[src/rtl/edge_detect_multi.sv]
`default_nettype none
// ============================================================================
// Module   : edge_detect_multi
// Purpose  : Per-channel synchroniser, debouncer and mode-selected edge
//            detector with active-low pulse, sticky flag and shared IRQ.
// Revision : 1.0
// ============================================================================
module edge_detect_multi #(
    parameter int CHANNELS    = 4,
    parameter int SYNC_STAGES = 2,
    parameter int DEBOUNCE    = 4,
    parameter int CNT_W       = $clog2(DEBOUNCE + 1)
) (
    input  logic                  clk,
    input  logic                  rst_n,
    input  logic [CHANNELS-1:0]   sig_in,
    input  logic [2*CHANNELS-1:0] mode,
    input  logic [CHANNELS-1:0]   flag_clr,
    output logic [CHANNELS-1:0]   level,
    output logic [CHANNELS-1:0]   pulse_n,
    output logic [CHANNELS-1:0]   edge_flag,
    output logic                  irq_n
);

    localparam logic [1:0]       c_MODE_RISE = 2'b00;
    localparam logic [1:0]       c_MODE_FALL = 2'b01;
    localparam logic [1:0]       c_MODE_BOTH = 2'b10;
    localparam logic [CNT_W-1:0] c_CNT_LAST  = CNT_W'(DEBOUNCE - 1);

    logic [SYNC_STAGES-1:0] sync_q [CHANNELS];
    logic [CNT_W-1:0]       cnt_q  [CHANNELS];
    logic [CNT_W-1:0]       cnt_d  [CHANNELS];
    logic [CHANNELS-1:0]    level_q, level_d;
    logic [CHANNELS-1:0]    pulse_n_q, pulse_n_d;
    logic [CHANNELS-1:0]    flag_q, flag_d;
    logic                   irq_n_q;
    logic [CHANNELS-1:0]    w_evt;
    logic [CHANNELS-1:0]    w_qual;

    always_comb begin
        for (int i = 0; i < CHANNELS; i++) begin
            cnt_d[i]   = cnt_q[i];
            level_d[i] = level_q[i];
            w_evt[i]   = 1'b0;
            if (sync_q[i][SYNC_STAGES-1] == level_q[i]) begin
                cnt_d[i] = '0;
            end else if (cnt_q[i] == c_CNT_LAST) begin
                level_d[i] = ~level_q[i];
                cnt_d[i]   = '0;
                w_evt[i]   = 1'b1;
            end else begin
                cnt_d[i] = cnt_q[i] + CNT_W'(1);
            end
            // Qualification looks at the level being entered, not the old one.
            w_qual[i] = w_evt[i] &
                        (((mode[2*i +: 2] == c_MODE_RISE) &  level_d[i]) |
                         ((mode[2*i +: 2] == c_MODE_FALL) & ~level_d[i]) |
                          (mode[2*i +: 2] == c_MODE_BOTH));
            pulse_n_d[i] = ~w_qual[i];
            flag_d[i]    = w_qual[i] | (flag_q[i] & ~flag_clr[i]);
        end
    end

    always_ff @(posedge clk) begin
        if (!rst_n) begin
            for (int i = 0; i < CHANNELS; i++) begin
                sync_q[i] <= '0;
                cnt_q[i]  <= '0;
            end
            level_q   <= '0;
            pulse_n_q <= '1;
            flag_q    <= '0;
            irq_n_q   <= 1'b1;
        end else begin
            for (int i = 0; i < CHANNELS; i++) begin
                sync_q[i] <= {sync_q[i][SYNC_STAGES-2:0], sig_in[i]};
                cnt_q[i]  <= cnt_d[i];
            end
            level_q   <= level_d;
            pulse_n_q <= pulse_n_d;
            flag_q    <= flag_d;
            irq_n_q   <= ~|flag_d;
        end
    end

    assign level     = level_q;
    assign pulse_n   = pulse_n_q;
    assign edge_flag = flag_q;
    assign irq_n     = irq_n_q;

endmodule
`default_nettype wire

[config.mk]
export PLATFORM = sky130hd
export DESIGN_NAME = edge_detect_multi
export DESIGN_NICKNAME = d
export VERILOG_FILES = /design/src/rtl/edge_detect_multi.sv
export SDC_FILE = /design/constraint.sdc
export NUM_CORES = 1
export LEC_CHECK = 0
export CELL_PAD_IN_SITES_DETAIL_PLACEMENT = 1
export CELL_PAD_IN_SITES_GLOBAL_PLACEMENT = 1
export CORE_ASPECT_RATIO = 0.75
export CORE_MARGIN = 3
export CORE_UTILIZATION = 37
export CTS_CLUSTER_DIAMETER = 100
export DETAILED_ROUTE_END_ITERATION = 6
export PLACE_DENSITY = 0.78
export SLEW_MARGIN = 25
export SYNTH_ARGS = -nofsm -noshare
export SYNTH_HDL_FRONTEND = slang
export SYNTH_SLANG_ARGS = --single-unit
[constraint.sdc]
create_clock -name clk -period 1.7 [get_ports clk]
set_input_delay 0.51 -clock clk [delete_from_list [all_inputs] [get_ports clk]]
set_output_delay 0.51 -clock clk [all_outputs]
set_load 0.01 [all_outputs]
# [Yosys cells after proc, flatten, opt, wreduce, memory -nomap -nowiden]
# Memories as Yosys holds them, arrays and structs flattened.
# Cells that the tools add are included.
[op_classes] n_addsub=4 eq_ne=16 n_mux=34 bitwise=52 reduce_logical=6
[op_table] cell="3-bit two-way mux" count=12
[op_table] cell="1-bit OR" count=20
[op_table] cell="1-bit two-way mux" count=18
[op_table] cell="1-bit AND" count=16
[op_table] cell="1-bit inverter" count=16
[op_table] cell="3-bit by 1-bit adder with 3-bit output, second input constant" count=4
[op_table] cell="3-bit by 2-bit == test with 1-bit output, second input constant" count=4
[op_table] cell="2-bit by 1-bit == test with 1-bit output, second input constant" count=4
[op_table] cell="2-bit == test, second input constant" count=4
[op_table] cell="2-bit logical NOT" count=4
[op_table] cell="2-bit two-way mux" count=4
[op_table] cell="1-bit == test" count=4
[op_table] cell="4-bit OR reduction" count=1
[op_table] cell="1-bit logical NOT" count=1
[word_totals] register_bits=13 ram_bits=20 inputBits=18 out_inout_bits=13 word_cells=118 mem_count=2
[memory_table] memory="cnt_q" depth=4 width=3 rd=4 rd_ports_with_merged_regs=0 write_ports=4 line_no="31" source="logic [CNT_W-1:0] cnt_q [CHANNELS];"
[memory_table] memory="sync_q" depth=4 width=2 rd=4 rd_ports_with_merged_regs=0 write_ports=4 line_no="30" source="logic [SYNC_STAGES-1:0] sync_q [CHANNELS];"

# [Depth between registers and ports, before layout]
# Gate-level depths: netlist of run 1.
[logic_depth] depth_word=11 mapped_depth=5 mapped_depth_nobuf=5

# [Least setup slack after synthesis of run 1]
# No wires, ideal clock.
[synth_path] path_type="reg2reg" from="memory cnt_q[3][0] in the netlist's numbering" to="register irq_n_q, in the netlist irq_n" setup_ps=96 t_arrival_ps=1211 required_ps=1604 slack_ps=393 stages_incl_launch_ff=6 path_buffers=0 synth_period_minus_slack_ps=1307 cell_sequence="dfxtp_1 -> ha_1 -> ha_1 -> nand4bb_2 -> o211ai_2 -> o41ai_2"
[synth_lines] element="start, declared" line_no="31"
[synth_lines] element="end signal, assigned" line_no="82" source="irq_n_q <= ~|flag_d;"
[synth_lines] element="end, declared" line_no="36" source="logic irq_n_q;"

# [Worst setup path in the final report of run 1]
[layout_path] from="register flag_q[2], in the netlist edge_flag[2]" to="output edge_flag[2]"
[layout_lines] element="start, declared" line_no="35" source="logic [CHANNELS-1:0] flag_q, flag_d;"
[layout_lines] element="start signal, assigned" line_no="81" source="flag_q <= flag_d;"
[layout_lines] element="end, declared" line_no="21" source="output logic [CHANNELS-1:0] edge_flag,"
# No word-level cell between the ends.

==> flow_metrics.py, run 1 <==
metrics = {
    "pwr": {
        "p_per_area_nw_per_um2": 792.6,
        "leakage_nw": 0.7113,
        "finalPower_mw": 1.403,
        "peakVddDrop_mv": 0.6101,
    },
    "global_routing": {
        "grt_pass1_vias": 1053,
        "grt_pass1_wl_um": 4478,
        "gr-total-overflow": 0,
        "grtUsageTotal_pct": 13.94,
        "grt_max_degree": 14,
        "antenna_found_initial": 0,
    },
    "die": {
        "die_w_um": 75.27,
        "start_util_pct": 39.41,
        "die_area_um2": 4361,
        "die_h_um": 57.95,
        "core_area_um2": 3378,
        "rows": 18,
        "ios": 31,
    },
    "clocking": {
        "cts_hold_buf": 0,
        "cts_made_buffers": 5,
        "htreeDepth": 2,
        "cts_root_buf": "clkbuf_8",
        "cts.sinks": 33,
        "postCtsSetupBuffers": 0,
        "clk_pin_slew_ps": 60,
        "clk_latency_ps": 280,
        "cts_tree": "yes",
        "cts_buffer_depth": 2,
    },
    "routing": {
        "drc_errors": 0,
        "drt_wl_total_um": 2749,
        "drtAntennaViolNets": 0,
        "drt_iter0_drc": 22,
        "first_pass_iters": 2,
        "routedWlPerCell_um": 13.68,
        "num_vias": 986,
        "viasPerCell": 4.905,
    },
    "setup_path": {
        "critPathLaunch": "edge_flag[2]",
        "crit_end": "edge_flag[2]",
        "r2r_start": "cnt_q[0][0]",
        "r2r_end": "irq_n",
        "critPathKind": "reg -> out",
        "path_delay_family": "buffers and inverters",
        "cp_slowest_cell": "clkdlybuf4s50_1",
        "cp_data_arrival_time_ps": 1140,
        "crit_required_ps": 1190,
        "r2r_slack_ps": 270,
        "crit_chain": "clkdlybuf4s50_1",
        "worstSetupEndpointType": "primary output",
        "worstRegToRegCells": 5,
        "cp_slowest_stage_delay_ps": 540,
        "crit_fanout": 2,
        "crit_buf_inv": 1,
        "start_kind": "register",
        "cp.depth": 1,
    },
    "yosys": {
        "synthDistinctLibCells": 19,
        "yosys.area_share.simple_pct": 25.66,
        "syn_avg_cell_area_um2": 10.74,
        "synth_top_family_by_area": "simple AND/OR/NAND/NOR gates",
        "syn_inst": 124,
        "ys_seq_elements": 33,
        "yosys_warnings": 0,
        "synth_mux_area_share_pct": 3.008,
        "ys_seq_area_share_pct": 49.62,
        "syn-cell-area_um2": 1331,
        "synth.area.top_cells": "dfxtp_1, ha_1, and2_1",
        "synth_fa_ha_area_share_pct": 7.519,
        "synth_nets": 150,
        "synth_area_leader_cell": "dfxtp_1",
        "synth-xor-area-share_pct": 5.263,
        "yosysTopAreaCellShare_pct": 49.62,
        "synth_compound_area_share_pct": 6.109,
    },
    "layout": {
        "layout.nets": 188,
        "final_common_cell": "dfxtp_1",
        "area_delta_synth_final_pct": 32.99,
        "multi_input_area_um2": 633.1,
        "drive_gt1_share_pct": 9.938,
        "utilization_pct": 52.41,
        "register_area_um2": 664.4,
        "num_antenna_cells": 0,
        "final_cell_area_um2": 1770,
        "final_cell_mix": "dfxtp_1, clkdlybuf4s50_1, nor2_1, and2_1",
        "fill_cells": 387,
    },
    "timing": {
        "rsz0062_at_grt": "no",
        "maxSlewHeadroom_pct": 80.09,
        "hold_ws_ps": 423.7,
        "period_needed_ps": 1654,
        "drv_slew": 0,
        "finalSetupViolCount": 0,
        "period_share_pct": 97.32,
        "finalHoldViolCount": 0,
        "setup_ws_ps": 45.54,
        "fmax_mhz": 604.4,
        "finClkSkew_ps": 3.535,
        "tightest_slew_ps": 297.3,
    },
    "job": {
        "drv_cap": 0,
    },
    "place": {
        "place_area_um2": 1697,
        "pre_cts_ws_ps": -100.3,
        "dp_hpwl_um": 2120,
        "finalWeightedCongestion": 0.7422,
        "io_buffers": 30,
    },
    "status": {
        "status": "finished clean",
    },
    "hold_path": {
        "hp-class": "reg -> reg",
    },
}
[what timing repair did]
action	CTS	global route
endpoints found under the hold margin	0	0
gates cloned	0	0
setup endpoints to repair	5	1
resized for setup	8	1
[metal layers]
layer  vias up  share of wire (%)  global-route usage [%]
met5         -                  0                       0
met4         0                1.2                   6.733
met3         4                6.8                   5.026
met2        28                 50                   24.32
met1       460                 41                   14.81
li1        494                  -                       -
[final cells by class]
| type | instances | area share [%] |
|---|---|---|
| clock buffer | 5 | 3.887 |
| clock inverter | 1 | 0.2827 |
| inverter | 8 | 1.696 |
| multi-input combinational | 81 | 35.76 |
| sequential | 33 | 37.53 |
| tap | 40 | 2.827 |
| timing repair buffer | 33 | 18.02 |
[worst min path at each step]
stage / startpoint / endpoint / slack (ps) / cells after the start
2_1_floorplan: cnt_q[0][0] / cnt_q[0][0] / 400 / 1
3_3_place_gp: cnt_q[0][0] / cnt_q[0][0] / 410 / 1
3_5_place_dp: cnt_q[2][0] / cnt_q[2][0] / 420 / 1
4_1_cts: cnt_q[2][0] / cnt_q[2][0] / 430 / 1
5_1_grt: cnt_q[3][0] / cnt_q[3][0] / 440 / 1
6_report: cnt_q[2][0] / cnt_q[2][0] / 420 / 1
[cell usage after synthesis (all sizes together)]
cell type / instances
and2: 12
clkbuf: 2
dfxtp: 33
ha: 8
inv: 8
mux2i: 4
nand2b: 4
nand3b: 8
nand4bb: 4
nor2: 12
nor2b: 4
nor3b: 8
o211ai: 8
o41ai: 1
xnor2: 4
xor2: 4
[per-stage QoR]
| step | TNS, ps | std cells |
|---|---|---|
| after floorplan | 0 | 124 |
| after global placement | -44.49 | 195 |
| after detailed placement | -108.8 | 195 |
| after CTS | 0 | 201 |
| after global routing | 0 | 201 |
| final | 0 | 201 |
[registers in the layout, indices dropped and copies added, names as in the netlist]
signal     count
cnt_q         12
edge_flag      4
irq_n          1
level          4
pulse_n        4
sync_q         8
[cell families (layout without fill, tap and decap cells)]
| kind of cell | after synthesis | count (layout) |
|---|---|---|
| simple gates | 52 | 52 |
| flops | 33 | 33 |
| buf+inv | 10 | 47 |
| compound gates | 9 | 9 |
| fa+ha+maj | 8 | 8 |
| xor+xnor | 8 | 8 |
| mux | 4 | 4 |
[power by group]
group	switching, mW	internal [mW]
Clock	0.251	0.268
Combinational	0.0312	0.0583
Sequential	0.00907	0.785
Note: power is estimated with default switching activity, not from simulation.
==> inputs of run 2 (changes only) <==
--- a/config.mk
+++ b/config.mk
@@ -13,7 +13,7 @@
 export CTS_CLUSTER_DIAMETER = 100
 export DETAILED_ROUTE_END_ITERATION = 6
 export PLACE_DENSITY = 0.78
-export SLEW_MARGIN = 25
+export SLEW_MARGIN = 20
 export SYNTH_ARGS = -nofsm -noshare
 export SYNTH_HDL_FRONTEND = slang
 export SYNTH_SLANG_ARGS = --single-unit
==> constraint.sdc (replaced) <==
create_clock -name clk -period 1.7 [get_ports clk]
set_input_delay 0.51 -clock clk [delete_from_list [all_inputs] [get_ports clk]]
set_output_delay 0.51 -clock clk [all_outputs]
set_load 0.05 [all_outputs]
==> run 2 against run 1 <==
Combinational power rose by 1%. Wire length is 3.5% higher. Die area did not move. Flip-flop and latch count unchanged. Sequential power hardly changed. Global-route usage increased by 1.1 points. Maximum frequency up 6.2%. Sequential share of layout area fell by 2.8 points. Via count increased by 0.61%. Critical path type is now in -> reg. Critical endpoint is now irq_n. Largest cell class unchanged.
==> flow_metrics.py, run 2 (synthesized netlist as in run 1, its figures left out) <==
metrics = {
    "hold_path": {
        "whs_path_depth": 1,
        "hp-class": "reg -> reg",
    },
    "clocking": {
        "htreeDepth": 2,
        "cts_tree": "yes",
        "clk_pin_slew_ps": 70,
        "clk_latency_ps": 280,
        "cts_buffer_depth": 2,
        "cts_root_buf": "clkbuf_8",
        "cts_made_buffers": 5,
        "postCtsSetupBuffers": 0,
        "cts_hold_buf": 0,
        "cts_resized": 0,
        "cts.sinks": 33,
    },
    "die": {
        "die_h_um": 57.95,
        "die_area_um2": 4361,
        "rows": 18,
        "start_util_pct": 39.41,
        "core_area_um2": 3378,
        "ios": 31,
        "die_w_um": 75.27,
    },
    "global_routing": {
        "gr-total-overflow": 0,
        "grt_util_met3_pct": 5.546,
        "met2_usage_pct": 25.31,
        "grt_busiest_layer": "met2",
        "grt_max_degree": 14,
        "grt_pass1_wl_um": 4823,
        "antenna_found_initial": 0,
        "grtUsageMet1_pct": 17.89,
        "grtUsageTotal_pct": 15.04,
        "grt_pass1_vias": 1042,
    },
    "setup_path": {
        "worstSetupEndpointType": "register",
        "critPathKind": "in -> reg",
        "worstRegToRegCells": 5,
        "crit_fanout": 3,
        "start_kind": "input pin",
        "crit_required_ps": 1890,
        "cp_data_arrival_time_ps": 1750,
    },
    "routing": {
        "viasPerCell": 4.911,
        "routedWlPerCell_um": 14.09,
        "drt_iter0_drc": 13,
        "first_pass_iters": 4,
        "drtAntennaViolNets": 0,
        "drc_errors": 0,
        "num_vias": 992,
        "drt_wl_total_um": 2846,
    },
    "timing": {
        "period_needed_ps": 1558,
        "rsz0062_at_grt": "no",
        "fmax_mhz": 641.8,
        "hold_ws_ps": 420.1,
        "finalSetupViolCount": 0,
        "finalHoldViolCount": 0,
        "tightest_slew_ps": 328.7,
        "drv_slew": 0,
        "maxSlewHeadroom_pct": 78.06,
        "finClkSkew_ps": 6.496,
        "period_share_pct": 91.66,
    },
    "pwr": {
        "clkPwrFrac_pct": 38.4,
        "switchingPower_mw": 0.3091,
        "peakVddDrop_mv": 0.5791,
        "p_per_area_nw_per_um2": 754.8,
        "p_sw_share_pct": 21.53,
        "internal_power_mw": 1.126,
        "pwr-share-comb_pct": 6.3,
        "sequentialPowerShare_pct": 55.3,
        "leakage_nw": 0.7354,
    },
    "layout": {
        "final_common_cell": "dfxtp_1",
        "drive_gt1_share_pct": 16.05,
        "final_cell_mix": "dfxtp_1, clkdlybuf4s50_1, buf_12, nor2_1, and2_1",
        "top_regs": "cnt_q x12, sync_q x8",
        "num_antenna_cells": 0,
        "final_cells": 202,
        "area_delta_synth_final_pct": 42.86,
        "layout.nets": 187,
        "largest_register_ffs": 12,
        "top_register": "cnt_q",
    },
    "status": {
        "status": "finished clean",
    },
    "place": {
        "dp_hpwl_um": 2204,
        "io_buffers": 30,
        "finalWeightedCongestion": 0.7058,
        "dp.cells": 194,
    },
    "job": {
        "drv_cap": 0,
    },
}
run 2: changes by cell type in the layout (fill, tap and decap cells not counted), sizes merged:
cell / change
dlymetal6s2s: -1
clkbuf: +1
buf: +12
clkdlybuf4s50: -7
clkinv: +1
dlygate4sd2: -5
run 2: final timing paths:
kind / from / end / slack (ps)
min reg2reg: cnt_q[2][0] / cnt_q[2][0] / 420
max: mode[6] / irq_n / 140
max reg2reg: cnt_q[0][0] / irq_n / 260
min: cnt_q[2][0] / cnt_q[2][0] / 420
run 2: power by group through the flow:
stage | Sequential (mW) | Combinational, mW | Clock, mW
floorplan | 0.808 | 0.0357 | 0
global placement | 0.810 | 0.0863 | 0
detailed placement | 0.811 | 0.0906 | 0
CTS | 0.794 | 0.0920 | 0.575
global route | 0.795 | 0.100 | 0.614
finish | 0.794 | 0.0908 | 0.551
run 2: routing by layer:
| metal | up-vias | part of all wire [%] | wire (um) |
|---|---|---|---|
| met5 | - | 0 | 0 |
| met4 | 0 | 1.3 | 37 |
| met3 | 5 | 7.1 | 201 |
| met2 | 28 | 50 | 1417 |
| met1 | 467 | 42 | 1190 |
| li1 | 492 | - | - |
run 2: cell type report:
type,count,area [um2]
clock inverters,2,10.01
multi-input cells,81,633.1
clock buffers,6,72.57
repair buffers,32,445.4
inverters,8,30.03
flip-flops and latches,33,660.6
fillers,369,1476
well taps,40,50.05
run 2: stage by stage:
step	worst slack (ps)	instance area, um2	TNS (ps)	total power, mW	utilization, %
4_1_cts	147.0	1902	0	1.461	56.30
5_1_grt	75.27	1902	0	1.509	56.30
3_5_place_dp	-157.8	1819	-218.0	0.9017	53.85
2_1_floorplan	281.2	1331	0	0.8442	-
6_report	141.8	1902	0	1.436	56.30
3_3_place_gp	-47.57	1819	-47.57	0.8960	53.85
run 2: worst max-delay path, cell delays in order:
cell	delay [ps]
clkdlybuf4s50_1	460
xnor2_1	290
o211ai_2	160
o41ai_2	320
==> inputs of run 3 (changes only) <==
--- a/config.mk
+++ b/config.mk
@@ -12,7 +12,7 @@
 export CORE_UTILIZATION = 37
 export CTS_CLUSTER_DIAMETER = 100
 export DETAILED_ROUTE_END_ITERATION = 6
-export PLACE_DENSITY = 0.78
+export PLACE_DENSITY = 0.79
 export SLEW_MARGIN = 20
 export SYNTH_ARGS = -nofsm -noshare
 export SYNTH_HDL_FRONTEND = slang
==> run 3 against run 2 <==
Sequential share of layout area shrank 0.29 points. Sequential power is essentially flat. Largest power group unchanged. Final cell count shrank 0.50%. Maximum frequency shrank 0.21%.
==> flow_metrics.py, run 3 (synthesized netlist as in run 1, its figures left out) <==
metrics = {
    "timing": {
        "setup_ws_ps": 138.6,
        "maxSlewHeadroom_pct": 77.14,
        "period_share_pct": 91.85,
        "hold_ws_ps": 423.1,
        "rsz0062_at_grt": "no",
        "finClkSkew_ps": 2.941,
        "tightest_slew_ps": 342.4,
        "finalHoldViolCount": 0,
        "finalSetupViolCount": 0,
        "fmax_mhz": 640.5,
        "period_needed_ps": 1561,
        "drv_slew": 0,
    },
    "setup_path": {
        "path_delay_family": "compound AO/OA/AOI/OAI gates",
        "start_kind": "input pin",
        "crit_buf_inv": 1,
        "cp_data_arrival_time_ps": 1740,
        "crit_fanout": 3,
        "cp_slowest_cell": "clkdlybuf4s50_1",
        "critPathKind": "in -> reg",
        "crit_chain": "clkdlybuf4s50_1 > xnor2_1 > o211ai_1 > o41ai_2",
        "worstSetupEndpointType": "register",
        "crit_required_ps": 1880,
        "cp_slowest_stage_delay_ps": 470,
    },
    "die": {
        "rows": 18,
        "core_area_um2": 3378,
        "die_h_um": 57.95,
        "die_w_um": 75.27,
        "die_area_um2": 4361,
        "ios": 31,
        "start_util_pct": 39.41,
    },
    "global_routing": {
        "grt_pass1_wl_um": 4788,
        "grtUsageTotal_pct": 14.78,
        "antenna_found_initial": 0,
        "grt_pass1_vias": 1056,
        "grt_max_degree": 26,
        "gr-total-overflow": 0,
    },
    "clocking": {
        "cts_tree": "yes",
        "postCtsSetupBuffers": 0,
        "htreeDepth": 2,
        "cts_made_buffers": 5,
        "cts_resized": 0,
        "clk_latency_ps": 280,
        "clk_pin_slew_ps": 60,
        "cts_hold_buf": 0,
        "cts_buffer_depth": 2,
        "cts.sinks": 33,
        "cts_root_buf": "clkbuf_8",
    },
    "layout": {
        "drive_gt1_share_pct": 15.53,
        "final_cells": 201,
        "final_cell_mix": "dfxtp_1, clkdlybuf4s50_1, buf_12, nor2_1, and2_1",
        "final_common_cell": "dfxtp_1",
        "top_register": "cnt_q",
        "largest_register_ffs": 12,
        "final_cell_area_um2": 1918,
        "top_regs": "cnt_q x12, sync_q x8",
        "num_antenna_cells": 0,
        "area_delta_synth_final_pct": 44.08,
        "layout.nets": 187,
    },
    "pwr": {
        "leakage_nw": 0.7393,
        "p_per_area_nw_per_um2": 763.9,
        "peakVddDrop_mv": 0.4176,
    },
    "routing": {
        "drtAntennaViolNets": 0,
        "num_vias": 994,
        "viasPerCell": 4.945,
        "drt_iter0_drc": 33,
        "drt_wl_total_um": 2811,
        "routedWlPerCell_um": 13.99,
        "drc_errors": 0,
        "first_pass_iters": 4,
    },
    "place": {
        "pre_cts_ws_ps": -115.1,
        "dp.cells": 194,
        "io_buffers": 30,
        "place_area_um2": 1832,
        "finalWeightedCongestion": 0.7221,
        "dp_hpwl_um": 2139,
    },
    "hold_path": {
        "hp-class": "reg -> reg",
    },
    "job": {
        "drv_cap": 0,
    },
    "status": {
        "status": "finished clean",
    },
}
[run 3: cell count changes in the layout (fill, tap and decap cells not counted)]
cell / delta
clkinv_2: -2
buf_12: +1
buf_4: -1
clkbuf_8: +1
[run 3: path summary, 6_finish.rpt]
check / depth (start not counted) / startpoint / endpoint / slack [ps]
worst min-delay path: 1 / cnt_q[3][0] / cnt_q[3][0] / 420
worst max-delay path: 4 / mode[0] / irq_n / 140
worst min register to register: 1 / cnt_q[3][0] / cnt_q[3][0] / 420
worst max register to register: 5 / cnt_q[0][0] / irq_n / 230
[run 3: stage by stage]
step | util (%) | setup TNS, ps | power, mW
final | 56.78 | 0 | 1.465
after global placement | 54.22 | -42.84 | 0.9014
after CTS | 56.78 | 0 | 1.490
after floorplan | - | 0 | 0.8442
after detailed placement | 54.22 | -124.9 | 0.9067
after global routing | 56.78 | 0 | 1.540
[run 3: layer usage]
metal  vias up  track usage [%]  routed length, um
met2        25            24.69               1380
met3         6            5.893                166
li1        491                -                  -
met4         0            5.237                 44
met1       472            17.12               1219
met5         -                0                  0
[run 3: worst reg2reg max path, delay by kind of cell, from the launching register on]
kind / cells / cell delay (ps)
AOI/OAI and AO/OA: 2 / 480
adders and majority gates: 2 / 440
DFF: 1 / 320
and+or+nand+nor: 1 / 140
[run 3: area by class of cell]
type | count | area (um2)
timing repair buffer | 32 | 457.9
sequential | 33 | 660.6
clock buffer | 7 | 86.33
inverter | 8 | 30.03
tap | 40 | 50.05
multi-input combinational | 81 | 633.1
fill | 369 | 1460
[run 3: where the power goes]
| part | internal [mW] | switching, mW | total, mW |
|---|---|---|---|
| logic | 0.0628 | 0.0324 | 0.0952 |
| clock network | 0.321 | 0.255 | 0.576 |
| registers | 0.785 | 0.00894 | 0.794 |
